--- config.mk ---
export PLATFORM = sky130hd
export DESIGN_NAME = aes_dec_scheduler
export DESIGN_NICKNAME = d
export VERILOG_FILES = /design/src/rtl/aes_dec_pkg.sv /design/src/rtl/aes_dec_scheduler_valid_pipe.sv /design/src/rtl/aes_dec_scheduler.sv
export SDC_FILE = /design/constraint.sdc
export NUM_CORES = 1
export LEC_CHECK = 0
export ABC_AREA = 1
export CORE_MARGIN = 1
export CORE_UTILIZATION = 40
export DETAILED_ROUTE_END_ITERATION = 8
export PLACE_DENSITY_LB_ADDON = 0.15
export SLEW_MARGIN = 10
export SYNTH_ARGS = -nofsm -noshare
export SYNTH_HDL_FRONTEND = slang
export SYNTH_SLANG_ARGS = --single-unit
--- constraint.sdc ---
create_clock -name clk -period 6 [get_ports clk]
set_clock_uncertainty 0.15 [all_clocks]
set_input_delay 0.9 -clock clk [delete_from_list [all_inputs] [get_ports clk]]
set_output_delay 0.9 -clock clk [all_outputs]
set_load 0.005 [all_outputs]
--- src/rtl/aes_dec_pkg.sv ---
// Shared types and constants for the AES-128 decryption scheduler.
// Optional per-block tag tracking is enabled with the AES_DEC_TAG_EN macro.
package aes_dec_pkg;

   typedef enum logic [1:0] {
      IDLE   = 2'd0,
      EXPAND = 2'd1,
      RUN    = 2'd2,
      DRAIN  = 2'd3
   } state_t;

   localparam int         AES_LATENCY    = 11;
   localparam logic [3:0] AES_ROUND_DONE = 4'd11;
   localparam int         AES_TAG_W      = 4;

endpackage

--- src/rtl/aes_dec_scheduler_valid_pipe.sv ---
// aes_valid_pipe: shift register tracking which pipeline stages of the
// decryption core hold a real block. With AES_DEC_TAG_EN defined, a tag
// travels alongside each valid bit and is forced to 0 on idle cycles.
module aes_valid_pipe
   import aes_dec_pkg::*;
#(
   parameter int DEPTH = AES_LATENCY
`ifdef AES_DEC_TAG_EN
   ,
   parameter int TAG_W = AES_TAG_W
`endif
) (
   input  logic             clk,
   input  logic             rst,
   input  logic             i_valid,
`ifdef AES_DEC_TAG_EN
   input  logic [TAG_W-1:0] i_tag,
   output logic [TAG_W-1:0] o_tag,
`endif
   output logic             o_valid
);

   logic [DEPTH-1:0] r_vpipe;

   // Shift the valid bit one stage per cycle.
   always_ff @(posedge clk or posedge rst) begin
      if (rst) begin
         r_vpipe <= '0;
      end else begin
         r_vpipe <= {r_vpipe[DEPTH-2:0], i_valid};
      end
   end

   assign o_valid = r_vpipe[DEPTH-1];

`ifdef AES_DEC_TAG_EN
   logic [TAG_W-1:0] r_tag [DEPTH];

   // Tags move in lockstep with the valid bits.
   always_ff @(posedge clk or posedge rst) begin
      if (rst) begin
         for (int i = 0; i < DEPTH; i++) begin
            r_tag[i] <= '0;
         end
      end else begin
         r_tag[0] <= i_tag;
         for (int i = 1; i < DEPTH; i++) begin
            r_tag[i] <= r_tag[i-1];
         end
      end
   end

   assign o_tag = o_valid ? r_tag[DEPTH-1] : '0;
`endif

endmodule

--- src/rtl/aes_dec_scheduler.sv ---
// aes_dec_scheduler: sequences key expansion and block admission for the
// 11-stage pipelined AES-128 decryption core, draining in-flight blocks
// before every rekey. Define AES_DEC_TAG_EN to add the s_tag/m_tag ports.
//
//  state  | meaning
//  IDLE   | no valid key; wait for key_req
//  EXPAND | core key FSM running (core_fsm_en=1), no admission
//  RUN    | round keys valid, blocks admitted while key_req is low
//  DRAIN  | rekey pending; wait for in-flight blocks to leave the core
module aes_dec_scheduler
   import aes_dec_pkg::*;
#(
   parameter int         LATENCY    = AES_LATENCY,
   parameter logic [3:0] ROUND_DONE = AES_ROUND_DONE
`ifdef AES_DEC_TAG_EN
   ,
   parameter int         TAG_W      = AES_TAG_W
`endif
) (
   input  logic             clk,
   input  logic             rst,
   input  logic             key_req,
   output logic             key_ack,
   input  logic             s_valid,
   output logic             s_ready,
`ifdef AES_DEC_TAG_EN
   input  logic [TAG_W-1:0] s_tag,
`endif
   output logic             core_fsm_en,
   output logic             core_enable,
   input  logic [3:0]       core_round_cnt,
   output logic             m_valid,
`ifdef AES_DEC_TAG_EN
   output logic [TAG_W-1:0] m_tag,
`endif
   output logic             key_ready,
   output logic             busy
);

   localparam int CNT_W = $clog2(LATENCY + 1);

   state_t           r_state;
   state_t           w_state_nxt;
   logic [CNT_W-1:0] r_cnt;
   logic             w_accept;
   logic             w_m_valid;
   logic             w_key_ack;
   logic             w_s_ready;
   logic             w_fsm_en;
   logic             w_key_ready;

   // State register.
   always_ff @(posedge clk or posedge rst) begin
      if (rst) begin
         r_state <= IDLE;
      end else begin
         r_state <= w_state_nxt;
      end
   end

   // Next state and per-state outputs; key_req beats s_valid in RUN.
   always_comb begin
      w_state_nxt = r_state;
      w_key_ack   = 1'b0;
      w_s_ready   = 1'b0;
      w_fsm_en    = 1'b0;
      w_key_ready = 1'b0;
      case (r_state)
         IDLE: begin
            if (key_req) begin
               w_key_ack   = 1'b1;
               w_state_nxt = EXPAND;
            end
         end
         EXPAND: begin
            w_fsm_en = 1'b1;
            if (core_round_cnt == ROUND_DONE) begin
               w_state_nxt = RUN;
            end
         end
         RUN: begin
            w_fsm_en    = 1'b1;
            w_key_ready = 1'b1;
            w_s_ready   = ~key_req;
            if (key_req) begin
               w_state_nxt = DRAIN;
            end
         end
         DRAIN: begin
            // fsm_en stays low here so the core key FSM restarts at round 0.
            if (r_cnt == '0) begin
               if (key_req) begin
                  w_key_ack   = 1'b1;
                  w_state_nxt = EXPAND;
               end else begin
                  w_state_nxt = RUN;
               end
            end
         end
         default: w_state_nxt = IDLE;
      endcase
   end

   assign w_accept = s_valid & w_s_ready;

   aes_valid_pipe #(
      .DEPTH (LATENCY)
`ifdef AES_DEC_TAG_EN
      ,
      .TAG_W (TAG_W)
`endif
   ) u_valid_pipe (
      .clk     (clk),
      .rst     (rst),
      .i_valid (w_accept),
`ifdef AES_DEC_TAG_EN
      .i_tag   (s_tag),
      .o_tag   (m_tag),
`endif
      .o_valid (w_m_valid)
   );

   // In-flight count: up on accept, down as the block leaves the core.
   always_ff @(posedge clk or posedge rst) begin
      if (rst) begin
         r_cnt <= '0;
      end else begin
         case ({w_accept, w_m_valid})
            2'b10:   r_cnt <= r_cnt + CNT_W'(1);
            2'b01:   r_cnt <= r_cnt - CNT_W'(1);
            default: r_cnt <= r_cnt;
         endcase
      end
   end

   a_cnt_no_underflow: assert property (@(posedge clk) disable iff (rst)
      !(w_m_valid && !w_accept && (r_cnt == '0)));
   a_cnt_no_overflow: assert property (@(posedge clk) disable iff (rst)
      (r_cnt <= CNT_W'(LATENCY)));

   // key_ack is gated so it reads 0 the instant reset asserts.
   assign key_ack     = w_key_ack & ~rst;
   assign s_ready     = w_s_ready;
   assign core_fsm_en = w_fsm_en;
   assign core_enable = w_accept;
   assign m_valid     = w_m_valid;
   assign key_ready   = w_key_ready;
   assign busy        = (r_cnt != '0);

endmodule

Yosys cells after proc, flatten, opt, wreduce, memory -nomap -nowiden
Index checks and enable logic that the tools add are counted.
{ "totals": {"elab_cells": 38, "regBits": 17} }
{ "op_classes": {"eq_ne": 10, "addsub": 2, "n_mux": 13, "n_reduce_logical": 6, "bitwise_logic": 4} }
{ "op_table": {"columns": ["op", "n"], "rows": [
  ["$mux 2", 5],
  ["$ne 2x2->1 const B", 4],
  ["$pmux 2 s4", 1],
  ["$pmux 4 s2", 1],
  ["$eq 2x2->1 const B", 3],
  ["$mux 1", 5],
  ["$add 4x1->4 const B", 1],
  ["$eq 2x1->1 const B", 2],
  ["$eq 4x4->1 const B", 1],
  ["$logic_not 4->1", 1],
  ["$reduce_and 4->1", 1],
  ["$reduce_bool 4->1", 1],
  ["$sub 4x1->4 const B", 1],
  ["$and 1x1->1", 2],
  ["$logic_not 2->1", 1],
  ["$not 1->1", 2],
  ["$pmux 1 s2", 1],
  ["$reduce_bool 2->1", 1],
  ["$reduce_or 2->1", 1]
]} }

Logic depth before layout (Yosys ltp)
{ "depth": {"word_depth": 5, "mapped_depth": 14} }

By module
From an unflattened synthesis, not the netlist that was laid out.
{ "unflattened": {"cells_unflattened": 83, "area_unflattened_um2": 822.0} }
{ "modules_own_cells": {"columns": ["mod", "n_inst", "cells_each", "area_each_um2", "seq_area_each_um2"], "rows": [
  ["aes_dec_scheduler", 1, 71, 543.0, 150.1],
  ["aes_valid_pipe", 1, 12, 279.0, 275.3]
]} }

Worst setup path after synthesis
OpenSTA, ideal clock, no wires.
{ "synth_timing": {"path_type": "in2reg", "startpoint": "in key_req", "endpoint": "reg r_cnt[2]", "path_slack_ps": 3587, "setup_ps": 125, "arrival_time_ps": 2138, "stages": 9, "path_cell_list": "nor2_1 nand2_1 ha_1 nor2_1 nor2_4 ha_1 a21oi_1 xor2_1 o21ai_1"} }
{ "synth_via": {"elab_chain_cells": 5} }
{ "synth_rtl": {"columns": ["item", "line_no", "text"], "rows": [
  ["from (decl)", "aes_dec_scheduler.sv:22", "input logic key_req,"],
  ["$not 1->1 (*)", "aes_dec_scheduler.sv:84", "w_s_ready = ~key_req;"],
  ["$mux 1 (*)", "aes_dec_scheduler.sv:68", "case (r_state)"],
  ["$and 1x1->1 (*)", "aes_dec_scheduler.sv:104", "assign w_accept = s_valid & w_s_ready;"],
  ["$eq 2x1->1 / $eq 2x2->1 (equally long branches)", "aes_dec_scheduler.sv:128", "case ({w_accept, w_m_valid})"],
  ["$pmux 4 s2 / $reduce_bool 2->1 (equally long branches)", null, null],
  ["to (signal assigned)", "aes_dec_scheduler.sv:129", "2'b10: r_cnt <= r_cnt + CNT_W'(1);"],
  ["to (signal assigned)", "aes_dec_scheduler.sv:130", "2'b01: r_cnt <= r_cnt - CNT_W'(1);"],
  ["to (signal assigned)", "aes_dec_scheduler.sv:131", "default: r_cnt <= r_cnt;"],
  ["to (decl)", "aes_dec_scheduler.sv:44", "logic [CNT_W-1:0] r_cnt;"]
]} }
Every way passes the cells marked *; elsewhere a longest branch is shown, timed or not.
A chain may end at the register's enable or synchronous reset.

Worst setup path after layout
{ "layout_timing": {"startpoint": "in key_req", "endpoint": "out key_ack"} }
{ "layout_via": {"elab_chain_cells": 4} }
{ "layout_rtl": {"columns": ["item", "line_no", "text"], "rows": [
  ["$mux 1 (*)", "aes_dec_scheduler.sv:70, aes_dec_scheduler.sv:92", null],
  ["$mux 1", "aes_dec_scheduler.sv:91", "if (r_cnt == '0) begin"],
  ["$pmux 1 s2 (*)", "aes_dec_scheduler.sv:68", null],
  ["$and 1x1->1 (*)", "aes_dec_scheduler.sv:142", "assign key_ack = w_key_ack & ~rst;"],
  ["to (decl)", "aes_dec_scheduler.sv:23", "output logic key_ack,"]
]} }
Marked as above.

==> impl_metrics.json <==
{
  "top_layer_used": "met3",
  "grt_pass1_wl_um": 2394,
  "yosys_warnings": 0,
  "dp_hpwl_um": 1083,
  "synth.distinct_cells": 17,
  "hp-start": "u_valid_pipe.r_vpipe[9]",
  "async_reset_ff_frac": 1.000,
  "layout-drive-gt1-share": 0.09000,
  "dp.cells": 121,
  "synth.area.top_cells": "dfrtp_1 53%, ha_1 13%, nand2_1 8.9%",
  "regToRegEndpoint": "r_cnt[2]",
  "drt-met1-wl_um": 681,
  "drt-total-wl_um": 1364,
  "firstDrtPassIters": 4,
  "cp-end-kind": "primary output",
  "portBuffers": 14,
  "antenna_found_initial": 0,
  "rows": 15,
  "initial_core_util": 0.4444,
  "antenna_left": 0,
  "finalMaxSlewViolations": 0,
  "placed_cell_area_um2": 972.2,
  "min_period_ns": 3.336,
  "path_class": "input port to primary output",
  "wire_per_inst_um": 10.91,
  "maxCapViolCount": 0,
  "power.total_w": 0.0003999,
  "r2r_setup_slack_ns": 3.53,
  "final_util": 0.5549,
  "holdCritPathClass": "flip-flop to flip-flop",
  "cp.required_ns": 4.95,
  "vias": 569,
  "power_density_mw_per_mm2": 400.0,
  "peakVddDrop_uv": 193.2,
  "overflow": 0,
  "wl_met2_um": 629,
  "clkTransAtPathRegs_ns": 0.09,
  "area_growth_pct": 24.84,
  "rr_worst_depth": 12,
  "p_leak_nw": 0.5071,
  "r2r_start": "r_state[0]",
  "min_delay_path_depth": 0,
  "final_nets": 117,
  "cts_resized": 0,
  "synth-main-ff-cell": "dfrtp_1",
  "drt_iter0_drc": 4,
  "rsz0062_at_grt": "false",
  "avgSynthCellArea_um2": 9.765,
  "min_to": "u_valid_pipe.r_vpipe[10]",
  "grt_pass1_vias": 530,
  "critPathMaxFanout": 5,
  "dieHeight_um": 46.74,
  "worst_slew_pin_slew_ns": 0.6368,
  "timing.fmax_ghz": 0.2998,
  "finalHoldViolations": 0,
  "yosys-top-cells-count": "19 x nand2_1, 17 x dfrtp_1, 10 x inv_1, 8 x ha_1, 6 x o21ai_1",
  "status": "finished clean",
  "syn_inst": 82,
  "die_x_um": 46.74,
  "netlist.area_leader.share": 0.5313,
  "critPathLaunchType": "input port",
  "ys_ff_latch": 17,
  "finalNonFillerCells": 125,
  "clock-sinks": 17,
  "final_cell_area_um2": 999.7,
  "synth_nets": 98,
  "clock_latency_ns": 0.28,
  "h-tree-depth": 1,
  "viasPerCell": 4.552,
  "cts.path.max_buffers": 2,
  "grt_use_total": 0.1613,
  "yosysMostFrequentCell": "nand2_1",
  "syn_area_um2": 800.8,
  "worst_ep_arrival_time_ns": 2.29,
  "synth_edf_count": 0,
  "setup_tns_ns": 0,
  "wl_met3_um": 53,
  "io_pins": 15,
  "grt_max_degree": 18,
  "hold_buffers": 0,
  "antenna_cells": 0,
  "relSlewSlack": 0.5750,
  "yosysSeqAreaShare": 0.5313,
  "globalplace.congestion": 0.7869,
  "coreArea_mm2": 0.001802,
  "numCtsBuffers": 3,
  "setup_viol": 0,
  "cts_setup_buffers": 0,
  "tritoncts": "done",
  "synth_area_leader_cell": "dfrtp_1",
  "finalCritPeriodShare": 0.5560,
  "drc": 0,
  "cts-root-buf": "clkbuf_4",
  "dieArea_mm2": 0.002185
}
==> stage by stage <==
| stage | hold WS (ns) | setup slack, ns |
|---|---|---|
| CTS | 0.2113 | 2.658 |
| global placement | 0.1855 | 2.669 |
| global route | 0.2149 | 2.587 |
| detailed placement | 0.1870 | 2.659 |
| floorplan | 0.1812 | 3.587 |
| finish | 0.2065 | 2.664 |
==> logic make-up after synthesis <==
family,Yosys count,synth area share
AOI/OAI and AO/OA,11,0.07187
buffers and inverters,11,0.05156
DFF,17,0.5313
and+or+nand+nor,32,0.1875
adders and majority gates,8,0.1250
xor gates and xnor gates,3,0.03282
==> worst max path at each step <==
stage / start / endpoint / slack, ns
after CTS: key_req / key_ack / 2.66
final: key_req / key_ack / 2.66
after detailed placement: key_req / key_ack / 2.66
after global routing: key_req / key_ack / 2.59
after floorplan: key_req / r_cnt[2] / 3.59
after global placement: key_req / key_ack / 2.67
==> sequential cells by signal (all words and copies together) (netlist names) <==
signal and cells:
r_cnt 4, r_state 2, u_valid_pipe.r_vpipe 11
==> metal layers <==
metal / track usage / vias up
met5: 0 / -
met4: 0.03429 / 0
met3: 0.07692 / 0
met2: 0.2528 / 7
met1: 0.2044 / 265
li1: - / 297
==> report_power, final <==
| group | internal [W] | leakage (nW) | switching (W) |
|---|---|---|---|
| Sequential | 0.000140 | 0.227 | 0.0000278 |
| Clock | 0.0000247 | 0.0177 | 0.0000343 |
| Combinational | 0.0000857 | 0.262 | 0.0000870 |
==> critical path: stages <==
cell and delay, ns:
clkdlybuf4s50_1 0.54, nand4_1 0.11, a211oi_1 0.20, clkdlybuf4s50_1 0.53
==> final cells by class <==
type | count | area [µm²]
Tap cell | 25 | 31.28
Clock inverter | 1 | 5.005
Timing Repair Buffer | 14 | 140.1
Inverter | 11 | 41.29
Fill cell | 177 | 802.0
Sequential cell | 17 | 425.4
Clock buffer | 3 | 22.52
Multi-Input combinational cell | 54 | 334.1
==> placed cells by master, fill, tap and decap left out <==
cell type	instances
clkinv_2	1
xor2_1	1
nor2_2	1
o21ai_0	1
a21oi_1	3
clkdlybuf4s50_1	14
a211oi_1	1
dfrtp_1	17
inv_2	1
ha_1	8
inv_1	10
nand3_1	4
nor2_1	4
nand4_1	1
xnor2_1	2
nor2_4	1
clkbuf_4	3
nand3_2	2
nand2_1	19
o21ai_1	6
Note: power is estimated with default switching activity, not from simulation.
==> edit 1: new RTL, same flow settings <==
The package constant `AES_LATENCY` goes from 11 to 12.
--- a/src/rtl/aes_dec_pkg.sv
+++ b/src/rtl/aes_dec_pkg.sv
@@ -9,7 +9,7 @@
       DRAIN  = 2'd3
    } state_t;
 
-   localparam int         AES_LATENCY    = 11;
+   localparam int         AES_LATENCY    = 12;
    localparam logic [3:0] AES_ROUND_DONE = 4'd11;
    localparam int         AES_TAG_W      = 4;
 
Formal check against the unedited RTL: no difference found for any inputs over 10 cycles, from zero or initial values and one cycle with rst high; that may be too few to reach the edited logic, so the function may still have changed.
==> edit 1 against the unedited design <==
  * Via count shrank 0.70%
  * Power grew 10%
  * Final area grew 5.4%
  * Worst setup slack gained 60 ps
  * Utilization shrank 1.8 points
  * Die area grew 5.1%
  * Critical endpoint unchanged
  * Highest routed layer is now met4
  * Synthesized area grew 5.3%
  * Combinational power grew 12%
  * Sequential cell count grew 1
  * Wire length shrank 1.9%
==> edit 1: results (changes against the unedited design) <==
place:
  place.gp.congestion: 0.781  # -0.76%
  numPortBuffers: 14  # unchanged
  hpwl_mm: 1.06  # -2.2%
  placed_cells: 124  # +2.5%
global_routing:
  grt_max_degree: 19  # +1
  grt_pass1_wl_mm: 2.23  # -6.9%
  grt_usage: 0.146  # -0.0153
  grt_pass1_vias: 516  # -2.6%
logic_synthesis:
  ys_async_sr_fraction: 1.00  # unchanged
  ys_seq_area_frac: 0.534  # +0.00287
  syn-mean-instance-area_um2: 10.2  # +4.0%
  synth_cell_type_count: 20  # +3
  synthXorXnorAreaFrac: 0.0312  # -0.00166
  synth_compound_area_frac: 0.0786  # +0.00676
  synth_nets: 99  # +1.0%
  synthTopCellsByArea: "dfrtp_1 (53%), ha_1 (12%), nand2_1 (5.8%)"
  synthTopCellsByCount: "dfrtp_1 (18), nand2_1 (13), inv_1 (11)"
final_layout:
  reg_top3: "u_valid_pipe.r_vpipe (12), r_cnt (4), r_state (2)"
  drive_above_1_share: 0.129  # +0.0387
timing:
  worstMarginPinSlew_ps: 657  # +19.8 ps
  whs_ps: 200  # -6.75 ps
worst_setup_path:
  rrSetupSlack_ps: 3550  # +20 ps
  worstPathMaxFanout: 3  # -2
  crit_arrival_ps: 2230  # -60 ps
drt:
  drt_pre_antenna_iters: 2  # -2
  drtIter0Drc: 8  # +4
  vias_per_cell: 4.41  # -3.0%
  num_vias: 565  # -0.70%
  wl_per_cell_um: 10.5  # -4.2%
clock_network:
  h-tree-depth: 1  # unchanged
pwr:
  leakagePower_nw: 0.526  # +3.7%
  ir_worst_vdd_v: 0.000229  # +18%
hold_path:
  min_from: "u_valid_pipe.r_vpipe[8]"
  hold-path-endpoint: "u_valid_pipe.r_vpipe[9]"
run_status:
  run_status: "completed"
[edit 1: worst max path at each step]
stage | from | slack [ps] | to
floorplan | key_req | 3590 | r_cnt[2]
global route | key_req | 2670 | key_ack
detailed placement | key_req | 2730 | key_ack
finish | key_req | 2720 | key_ack
global placement | key_req | 2740 | key_ack
CTS | key_req | 2730 | key_ack
[edit 1: layout make-up]
class | instances | area share
clock buffer | 4 | 0.0344
inverter | 13 | 0.0463
multi-input combinational | 52 | 0.327
sequential | 18 | 0.428
tap | 27 | 0.0321
timing repair buffer | 14 | 0.133
[edit 1: logic make-up after synthesis]
| kind of cell | after synthesis |
|---|---|
| DFF | 18 |
| xor gates and xnor gates | 3 |
| buffers and inverters | 13 |
| AOI/OAI and AO/OA | 12 |
| adders and majority gates | 8 |
| and+or+nand+nor | 29 |
[edit 1: worst max-delay path, cell delays in order]
cell and delay, ps:
clkdlybuf4s50_1 500, inv_1 70, nor3_1 130, o21a_1 140, clkdlybuf4s50_1 490
[edit 1: report_power, final]
| part | leakage, nW | switching (mW) | internal [mW] |
|---|---|---|---|
| Combinational | 0.265 | 0.0987 | 0.0947 |
| Sequential | 0.241 | 0.0261 | 0.150 |
| Clock | 0.0210 | 0.0358 | 0.0370 |
[edit 1: layer usage]
| layer | up-vias | wire (µm) | track usage |
|---|---|---|---|
| met5 | - | 0 | 0 |
| met4 | 0 | 9 | 0.0333 |
| met3 | 2 | 41 | 0.0453 |
| met2 | 5 | 583 | 0.195 |
| met1 | 261 | 704 | 0.231 |
| li1 | 297 | - | - |
[edit 1: per-stage QoR]
stage	area (µm²)	setup WS, ps
finish	1050	2720
CTS	1050	2730
floorplan	843	3590
global placement	1020	2740
global route	1050	2670
detailed placement	1020	2730
==> edit 2: new RTL, config.mk and constraints unchanged <==
Made on the original files. Re-encode `state_t` (4 states) as Gray code, 2 bits wide.
--- a/src/rtl/aes_dec_pkg.sv
+++ b/src/rtl/aes_dec_pkg.sv
@@ -3,10 +3,10 @@
 package aes_dec_pkg;
 
    typedef enum logic [1:0] {
-      IDLE   = 2'd0,
-      EXPAND = 2'd1,
-      RUN    = 2'd2,
-      DRAIN  = 2'd3
+      IDLE   = 2'b00,
+      EXPAND = 2'b01,
+      RUN    = 2'b11,
+      DRAIN  = 2'b10
    } state_t;
 
    localparam int         AES_LATENCY    = 11;
Function: no difference found for any inputs over 10 cycles, from zero or initial values and one cycle with rst high; not proved beyond that.
==> edit 2 against the unedited design <==
  * Maximum frequency is 7.4% lower
  * Final area is 11% lower
  * Sequential power is 4% higher
  * Sequential cell count stayed put
  * Worst setup slack worse by 270 ps
  * Power is 7.0% lower
  * Wire length is 12% lower
  * Register-to-register slack better by 280 ps
  * Synthesized area is 11% lower
==> edit 2: results (changes against the unedited design) <==
run_status:
  run_status: "completed"
global_routing:
  grt_pass1_wl_mm: 2.13  # -11%
  grt_pass1_vias: 528  # -0.38%
  grt_max_degree: 19  # +1
  grt_usage: 0.153  # -0.00854
  antenna_found_initial: 0  # unchanged
drt:
  drt_pre_antenna_iters: 3  # -1
  vias_per_cell: 4.91  # +7.8%
  drtIter0Drc: 9  # +5
  wl_mm: 1.20  # -12%
clock_network:
  path_clk_slew_ps: 80
  cts_buffer_depth: 2  # unchanged
  cts-root-buf: "clkbuf_4"
  cts_setup_buffers: 0  # unchanged
  cts_made_buffers: 3  # unchanged
  clk_latency_ps: 270
final_layout:
  diodes: 0  # unchanged
  drive_above_1_share: 0.0435  # -0.0465
  finalNonFillerCells: 108  # -14%
  reg_top3: "u_valid_pipe.r_vpipe (11), r_cnt (4), r_state (2)"
  nFillCells: 147  # -17%
  layout.nets: 104  # -11%
  syn_to_final_growth_pct: 25.7
worst_setup_path:
  startpoint: "rst"
  rr_endpoint: "r_cnt[2]"
  crit_slowest_cell: "clkdlybuf4s50_1"
  critPathTopFamily: "buffers and inverters"
  slowest_delay_ps: 510  # -30 ps
  worstPathMaxFanout: 18  # +13
  reg2regPathDepth: 11  # -1
  crit_arrival_ps: 2550  # +260 ps
  rrSetupSlack_ps: 3810  # +280 ps
  r2r_start: "r_state[1]"
logic_synthesis:
  synthTopCellsByArea: "dfrtp_1 (60%), nand2_1 (10%), inv_1 (5.8%)"
  synth_cell_type_count: 15  # -2
  ys_async_sr_fraction: 1.00  # unchanged
  synth_nets: 86  # -12%
  ys_seq_area_frac: 0.600  # +0.0684
  netlist_instances: 75  # -8.5%
  synthTopCellsByCount: "nand2_1 (19), dfrtp_1 (17), inv_1 (11)"
hold_path:
  hp-class: "reg2reg"
  hold-path-endpoint: "u_valid_pipe.r_vpipe[1]"
  min_from: "u_valid_pipe.r_vpipe[0]"
place:
  placed_area_um2: 866  # -11%
  place.gp.congestion: 0.735  # -6.5%
  numPortBuffers: 14  # unchanged
  placed_cells: 104  # -14%
  hpwl_um: 965  # -11%
  dp_slack_ps: 2360  # -298 ps
pwr:
  leakagePower_nw: 0.476  # -6.1%
  ir_worst_vdd_v: 0.000209  # +8.4%
timing:
  whs_ps: 202  # -4.12 ps
  worstMarginPinSlew_ps: 609  # -27.4 ps
  period_needed_ps: 3600  # +267 ps
[edit 2: cell types whose count changed after synthesis, moves of 2 or more]
| cell | change |
|---|---|
| ha_1 | -5 |
| nand3_1 | +4 |
| o21ai_1 | -6 |
| nand3_2 | -2 |
[edit 2: kinds of logic after synthesis]
| family | synth area share |
|---|---|
| xor gates and xnor gates | 0.0247 |
| AOI/OAI and AO/OA | 0.0494 |
| and+or+nand+nor | 0.210 |
| DFF | 0.600 |
| buffers and inverters | 0.0635 |
| adders and majority gates | 0.0529 |
[edit 2: worst reg2reg max path: stages, from the launching register on]
cell,delay (ps)
dfrtp_1,460
nand2_1,120
nor2_1,150
nand2_1,140
ha_1,270
nand2_1,70
inv_1,50
nor2_2,100
ha_1,150
a21oi_1,50
or2_1,230
a31oi_1,170
[edit 2: cell type report]
type,count,area share
inverter,11,0.0463
timing repair buffer,14,0.157
multi-input combinational,46,0.268
clock buffer,4,0.0295
sequential,17,0.477
tap,16,0.0224
[edit 2: report_power, final]
| part | total [mW] | internal [mW] | switching (mW) |
|---|---|---|---|
| logic | 0.143 | 0.0694 | 0.0733 |
| clock network | 0.0551 | 0.0257 | 0.0294 |
| registers | 0.174 | 0.145 | 0.0292 |
[edit 2: layer usage]
| layer | track usage | up-vias | share of wire | routed length [µm] |
|---|---|---|---|---|
| li1 | - | 270 | - | - |
| met1 | 0.191 | 255 | 0.46 | 556 |
| met2 | 0.259 | 5 | 0.51 | 612 |
| met3 | 0.0245 | 0 | 0.027 | 32 |
| met4 | 0.0727 | 0 | 0 | 0 |
| met5 | 0 | - | 0 | 0 |
